## src/rtl/decim_sched_pkg.sv

```systemverilog
// Shared types and constants for the decimation-chain enable scheduler.
package decim_sched_pkg;

   typedef enum logic [1:0] {
      IDLE = 2'd0,
      RUN  = 2'd1,
      PEND = 2'd2
   } sched_state_t;

   localparam int STAGE_IDX_W = 3;

   // Stage 0 in the LSBs: divide-by-4, divide-by-8, divide-by-10.
   localparam logic [23:0] DEF_INIT_RATIO = {8'd9, 8'd7, 8'd3};

endpackage

```

## src/rtl/decim_enable_scheduler_if.sv

```systemverilog
// Ratio configuration channel. A transfer happens on any cycle with
// cfg_valid & cfg_ready; the master holds stage/ratio stable until then.
interface decim_enable_scheduler_if #(
   parameter int RATIO_W = 8
);
   logic                                   cfg_valid;
   logic                                   cfg_ready;
   logic [decim_sched_pkg::STAGE_IDX_W-1:0] cfg_stage;
   logic [RATIO_W-1:0]                     cfg_ratio;
   logic                                   cfg_err;

   modport master (
      output cfg_valid, cfg_stage, cfg_ratio,
      input  cfg_ready, cfg_err
   );

   modport slave (
      input  cfg_valid, cfg_stage, cfg_ratio,
      output cfg_ready, cfg_err
   );
endinterface

```

## src/rtl/decim_sched_stage.sv

```systemverilog
// One divider stage: counts strobes and passes every (ratio+1)-th one through.
module decim_sched_stage #(
   parameter int RATIO_W = 8
) (
   input  logic               clk,
   input  logic               reset,
   input  logic               strobe,
   input  logic               clear,
   input  logic [RATIO_W-1:0] ratio,
   output logic               en
);

   logic [RATIO_W-1:0] cnt;
   logic               at_term;

   assign at_term = (cnt == ratio);
   assign en      = strobe & at_term;

   always_ff @(posedge clk) begin
      if (reset || clear) begin
         cnt <= '0;
      end else if (strobe) begin
         cnt <= at_term ? '0 : cnt + 1'b1;
      end
   end

endmodule

```

## src/rtl/decim_enable_scheduler.sv

```systemverilog
// Cascaded clock-enable scheduler; new ratios land only on frame boundaries,
// sync pulses, or when the chain is halted.
module decim_enable_scheduler
   import decim_sched_pkg::*;
#(
   parameter int                         STAGES     = 3,
   parameter int                         RATIO_W    = 8,
   parameter logic [STAGES*RATIO_W-1:0]  INIT_RATIO = DEF_INIT_RATIO
) (
   input  logic                          clk,
   input  logic                          reset,
   input  logic                          run_i,
   input  logic                          sync_i,
   input  logic                          en_i,
   output logic [STAGES-1:0]             en_o,
   decim_enable_scheduler_if.slave       cfg,
   output logic                          pending_o,
   output sched_state_t                  state_o
);

   sched_state_t            state;
   logic [RATIO_W-1:0]      ratio [STAGES];
   logic [STAGE_IDX_W-1:0]  sh_stage;
   logic [RATIO_W-1:0]      sh_ratio;
   logic                    cfg_err_q;

   logic                    run_state;
   logic                    xfer;
   logic                    bad_stage;
   logic                    boundary;
   logic                    clear;
   logic                    s0;

   logic                    wr_en;
   logic [STAGE_IDX_W-1:0]  wr_stage;
   logic [RATIO_W-1:0]      wr_ratio;

   assign run_state     = (state != IDLE);
   assign cfg.cfg_ready = (state != PEND);
   assign cfg.cfg_err   = cfg_err_q;
   assign state_o       = state;
   assign xfer          = cfg.cfg_valid & cfg.cfg_ready;
   assign bad_stage     = {1'b0, cfg.cfg_stage} >= (STAGE_IDX_W + 1)'(STAGES);
   assign boundary      = en_o[STAGES-1];
   assign clear         = ~run_state | ~run_i | sync_i | boundary;
   // The sync cycle is silent on every stage, not just stage 0.
   assign s0            = en_i & run_state & ~sync_i;

   for (genvar k = 0; k < STAGES; k++) begin : g_stage
      logic stb;
      logic en;

      if (k == 0) begin : g_first
         assign stb = s0;
      end else begin : g_next
         assign stb = g_stage[k-1].en;
      end

      decim_sched_stage #(.RATIO_W(RATIO_W)) u_stage (
         .clk    (clk),
         .reset  (reset),
         .strobe (stb),
         .clear  (clear),
         .ratio  (ratio[k]),
         .en     (en)
      );

      assign en_o[k] = en;
   end

   // Single ratio write port: either the held shadow or a direct write while halted.
   always_comb begin
      wr_en    = 1'b0;
      wr_stage = cfg.cfg_stage;
      wr_ratio = cfg.cfg_ratio;
      if (state == PEND) begin
         wr_en    = ~run_i | sync_i | boundary;
         wr_stage = sh_stage;
         wr_ratio = sh_ratio;
      end else begin
         wr_en = xfer & ~bad_stage & ((state == IDLE) | ~run_i);
      end
   end

   always_ff @(posedge clk) begin
      if (reset) begin
         state     <= IDLE;
         sh_stage  <= '0;
         sh_ratio  <= '0;
         pending_o <= 1'b0;
         cfg_err_q <= 1'b0;
         for (int k = 0; k < STAGES; k++) begin
            ratio[k] <= INIT_RATIO[k*RATIO_W +: RATIO_W];
         end
      end else begin
         cfg_err_q <= xfer & bad_stage;

         for (int k = 0; k < STAGES; k++) begin
            if (wr_en && (wr_stage == STAGE_IDX_W'(k))) begin
               ratio[k] <= wr_ratio;
            end
         end

         case (state)
            IDLE: begin
               if (run_i) state <= RUN;
            end
            RUN: begin
               if (!run_i) begin
                  state <= IDLE;
               end else if (xfer && !bad_stage) begin
                  sh_stage  <= cfg.cfg_stage;
                  sh_ratio  <= cfg.cfg_ratio;
                  pending_o <= 1'b1;
                  state     <= PEND;
               end
            end
            PEND: begin
               if (!run_i || sync_i || boundary) begin
                  pending_o <= 1'b0;
                  state     <= run_i ? RUN : IDLE;
               end
            end
            default: begin
               pending_o <= 1'b0;
               state     <= IDLE;
            end
         endcase
      end
   end

endmodule

```

## src/flat_wrapper.sv

```systemverilog
// flat-port wrapper written by rule: the top's interface ports become plain ports
module decim_enable_scheduler_flat import decim_sched_pkg::*;
#(
   parameter int                         STAGES     = 3,
   parameter int                         RATIO_W    = 8,
   parameter logic [STAGES*RATIO_W-1:0]  INIT_RATIO = DEF_INIT_RATIO
)
  (clk, reset, run_i, sync_i, en_i, en_o, pending_o, state_o, cfg_cfg_valid, cfg_cfg_stage, cfg_cfg_ratio, cfg_cfg_ready, cfg_cfg_err);
  decim_enable_scheduler_if #(.RATIO_W(RATIO_W)) cfg_i ();
  input  logic clk;
  input  logic reset;
  input  logic run_i;
  input  logic sync_i;
  input  logic en_i;
  output logic [STAGES-1:0] en_o;
  output logic pending_o;
  output sched_state_t state_o;
  input wire logic [$bits(cfg_i.cfg_valid)-1:0] cfg_cfg_valid;
  input wire logic [$bits(cfg_i.cfg_stage)-1:0] cfg_cfg_stage;
  input wire logic [$bits(cfg_i.cfg_ratio)-1:0] cfg_cfg_ratio;
  output wire logic [$bits(cfg_i.cfg_ready)-1:0] cfg_cfg_ready;
  output wire logic [$bits(cfg_i.cfg_err)-1:0] cfg_cfg_err;
  assign cfg_i.cfg_valid = cfg_cfg_valid;
  assign cfg_i.cfg_stage = cfg_cfg_stage;
  assign cfg_i.cfg_ratio = cfg_cfg_ratio;
  assign cfg_cfg_ready = cfg_i.cfg_ready;
  assign cfg_cfg_err = cfg_i.cfg_err;
  decim_enable_scheduler #(.STAGES(STAGES), .RATIO_W(RATIO_W), .INIT_RATIO(INIT_RATIO)) u_core (.clk(clk), .reset(reset), .run_i(run_i), .sync_i(sync_i), .en_i(en_i), .en_o(en_o), .cfg(cfg_i), .pending_o(pending_o), .state_o(state_o));
endmodule
```

## config.mk

```make
export PLATFORM = sky130hd
export DESIGN_NAME = decim_enable_scheduler_flat
export DESIGN_NICKNAME = d
export VERILOG_FILES = /design/src/rtl/decim_sched_pkg.sv /design/src/rtl/decim_enable_scheduler_if.sv /design/src/rtl/decim_sched_stage.sv /design/src/rtl/decim_enable_scheduler.sv /design/src/flat_wrapper.sv
export SDC_FILE = /design/constraint.sdc
export NUM_CORES = 1
export LEC_CHECK = 0
export ABC_CLOCK_PERIOD_IN_PS = 3050
export BUFFER_PORTS_ARGS = -buffer_cell sky130_fd_sc_hd__buf_4
export CORE_MARGIN = 3
export CORE_UTILIZATION = 54
export CTS_CLUSTER_SIZE = 14
export DETAILED_ROUTE_END_ITERATION = 16
export PLACE_DENSITY = 0.76
export SYNTH_ARGS = -nofsm -noshare
export SYNTH_HDL_FRONTEND = slang
export SYNTH_SLANG_ARGS = --single-unit
```

## constraint.sdc

```tcl
create_clock -name clk -period 3.05 [get_ports clk]
set_input_delay 0.61 -clock clk [delete_from_list [all_inputs] [get_ports clk]]
set_output_delay 0.61 -clock clk [all_outputs]
set_load 0.05 [all_outputs]
```

==> impl_results.md <==
- CTS Hold Bufs: 0
- Resized cells post-CTS: 0
- Fin crit period: around 2.9 ns
- Post-route ant nets: 0
- Clk pin slew, worst setup/hold paths: ~0.070 ns
- Hold Path Class: reg2reg
- Setup TNS: 0 ns
- Tot GR Track Use: 0.226
- Initial DRC Count: around 160
- Syn Inst Count: about 310
- Run status: completed
- Mean Syn Cell Area: around 10 um^2
- Drt wl/cell: approximately 16 um
- Fin crit share: 0.941
- CTS tree: built
- Total grt overflow: 0
- Clock power frac: 0.463
- Post-place setup slack: around 0.23 ns
- Drt total wl: around 7000 um
- GPL Wtd Cong: between 0.7 and 0.8
- Setup violators final: 0
- Clock sink total: 63
- Post-Synthesis Net Count: 332
- PD cells: approximately 510 nW/um^2
- Reg area: about 1500 um^2
- Root Driver: clkbuf_8
- Via count: approximately 2400
- Worst EP arrival: 2.26 ns
- Nets: 360
- Post-Syn Area: between 3000 and 4000 um^2
- Placed Instance Area: approximately 3400 um^2
- Die area: 6740 um^2
- Share of cells above drive strength 1: 0.159
- Final setup margin: 0.179 ns
- Slew HR: 0.606
- RSZ-0062 raised after global routing: false
- Switch share: 0.210
- Final setup skew: a little over 0.007 ns
- First-pass GRT wire length: between 10000 and 15000 um
- IO Port Bufs: 24
- Fillers: roughly 450
- Initial core utilization: 0.565
- # IOs: 25
- Total CTS buffers: 9
- Worst path required time: 2.44 ns
- Clock Tree Buf Depth: 2
- Die width: between 80 and 90 um
- Worst Path Max Fanout: 18
- Worst-Margin Slew: ~0.59 ns
- Slew Viols, Final: 0
- Detail Placement HPWL: approximately 4800 um
- Ys async rst share: 0
- Yosys reg bits: 63
- Hold_ws: around 0.5 ns
- Synthesis Warnings: 0
- Count of cell types in the netlist: 50
- Setup Crit Path Kind: reg2out
- Layout area overhead: 15.9%
- Later-pin clock latency in the skew report: ~0.33 ns
- Flop pwr share: 0.483
- Worst VDD drop: roughly 250 uV
- DRT Pass-1 Iters: 4
- Max Cap Viol: 0
- Standard-cell rows: 27
- H-tree depth: 3
- Die height: between 80 and 90 um
- Element type at the critical path end: output pin
- Total power: between 1.5 and 2 mW
- Most frequent cells in the layout: dfxtp_1, nor2_1, buf_4
- Fmax: 348 MHz
- NetSw: a little under 400 uW
- Largest net degree at the start of global routing: 23
- Number of flops mapped to enable cells by yosys: 24
- Cell area after layout: between 3000 and 4000 um^2
- Combinational share of power: 0.054
- Initial antenna violation count: 0
- Most common cell after layout, fill and taps aside: dfxtp_1
- Residual DRC: 0
- Hold Fails Final Rpt: 0
- P_int: 1.46 mW
- N_diodes: 0
- Multi-input gate area: 1520 um^2
- Pleak: 1.26 nW
- Vias/cell: 5.83
- Post-synthesis sequential area ratio: 0.480
- Startpoint types: flip-flop
- Post-CTS Setup Inserts: 0
- Core ar.: around 5500 um^2
- Number of global-route vias before repair: 2339
- Primary FF master, synth: dfxtp_1
==> per-stage QoR <==
stage          utilization  instances
2_1_floorplan            -        312
3_3_place_gp         0.612        401
3_5_place_dp         0.612        401
4_1_cts              0.654        417
5_1_grt              0.654        417
6_report             0.654        417
==> power by group through the flow <==
stage	Clock [mW]	Combinational (mW)	Sequential, mW
6_report	0.857	0.0995	0.895
5_1_grt	0.912	0.108	0.896
4_1_cts	0.868	0.0989	0.896
3_5_place_dp	0	0.0980	0.914
3_3_place_gp	0	0.0959	0.914
2_1_floorplan	0	0.0526	0.918
==> critical path: stages (launching register included) <==
cell and delay (ns):
dfxtp_1 0.49, o21ba_2 0.25, nand2_2 0.12, or3_4 0.50, nor3_1 0.21, buf_4 0.16
buf_4 0.19
==> flip-flops by register name (all words and copies together), names as in the netlist <==
name                        count
u_core.pending_o                1
u_core.sh_ratio                 8
u_core.state_o                  2
u_core.g_stage.u_stage.cnt     24
u_core.cfg.cfg_err              1
u_core.sh_stage                 3
u_core.ratio                   24
==> final timing paths <==
| check | start | to | slack, ns | depth (start not counted) |
|---|---|---|---|---|
| hold / removal | u_core.sh_stage[2] | u_core.sh_stage[2] | 0.49 | 1 |
| hold reg to reg | u_core.sh_stage[2] | u_core.sh_stage[2] | 0.49 | 1 |
| setup / recovery | u_core.state_o[1] | en_o[2] | 0.18 | 6 |
| setup reg to reg | u_core.state_o[0] | u_core.ratio[0][8] | 0.55 | 6 |
==> area by class of cell <==
cell class                 count  area share
clock buffer                   9      0.0342
clock inverter                 7      0.0307
inverter                       7     0.00725
multi-input combinational    226       0.420
sequential                    63       0.414
tap                           72      0.0249
timing repair buffer          33      0.0683
==> synth_stat cells (4+ instances only) <==
master	instances	share of area
o31ai_1	10	0.024
edfxtp_1	24	0.23
inv_1	6	0.0072
nor2_1	33	0.040
mux2i_1	13	0.042
clkbuf_1	5	0.0060
xnor2_1	13	0.036
or4_1	8	0.019
nand3_1	14	0.022
a21oi_1	17	0.027
nor4_1	11	0.022
o21ai_0	4	0.0064
a32o_1	6	0.019
nand2_1	14	0.017
and2_1	9	0.018
nand4_1	10	0.020
dfxtp_1	39	0.25
buf_2	5	0.0080
buf_4	4	0.0096
xor2_1	20	0.056
==> logic make-up after synthesis <==
kind of cell,share of synthesized area
flops,0.480
fa+ha+maj,0.0120
mux,0.0452
xor+xnor,0.0924
compound gates,0.134
buf+inv,0.0368
simple gates,0.200
==> layer usage <==
metal / wire length [um] / global-route usage / vias up
met3: 238 / 0.0401 / 13
met2: 3340 / 0.368 / 57
li1: - / - / 1212
met1: 3120 / 0.289 / 1151
met4: 149 / 0.110 / 0
met5: 0 / 0 / -
Power figures use the tool's default switching activity.
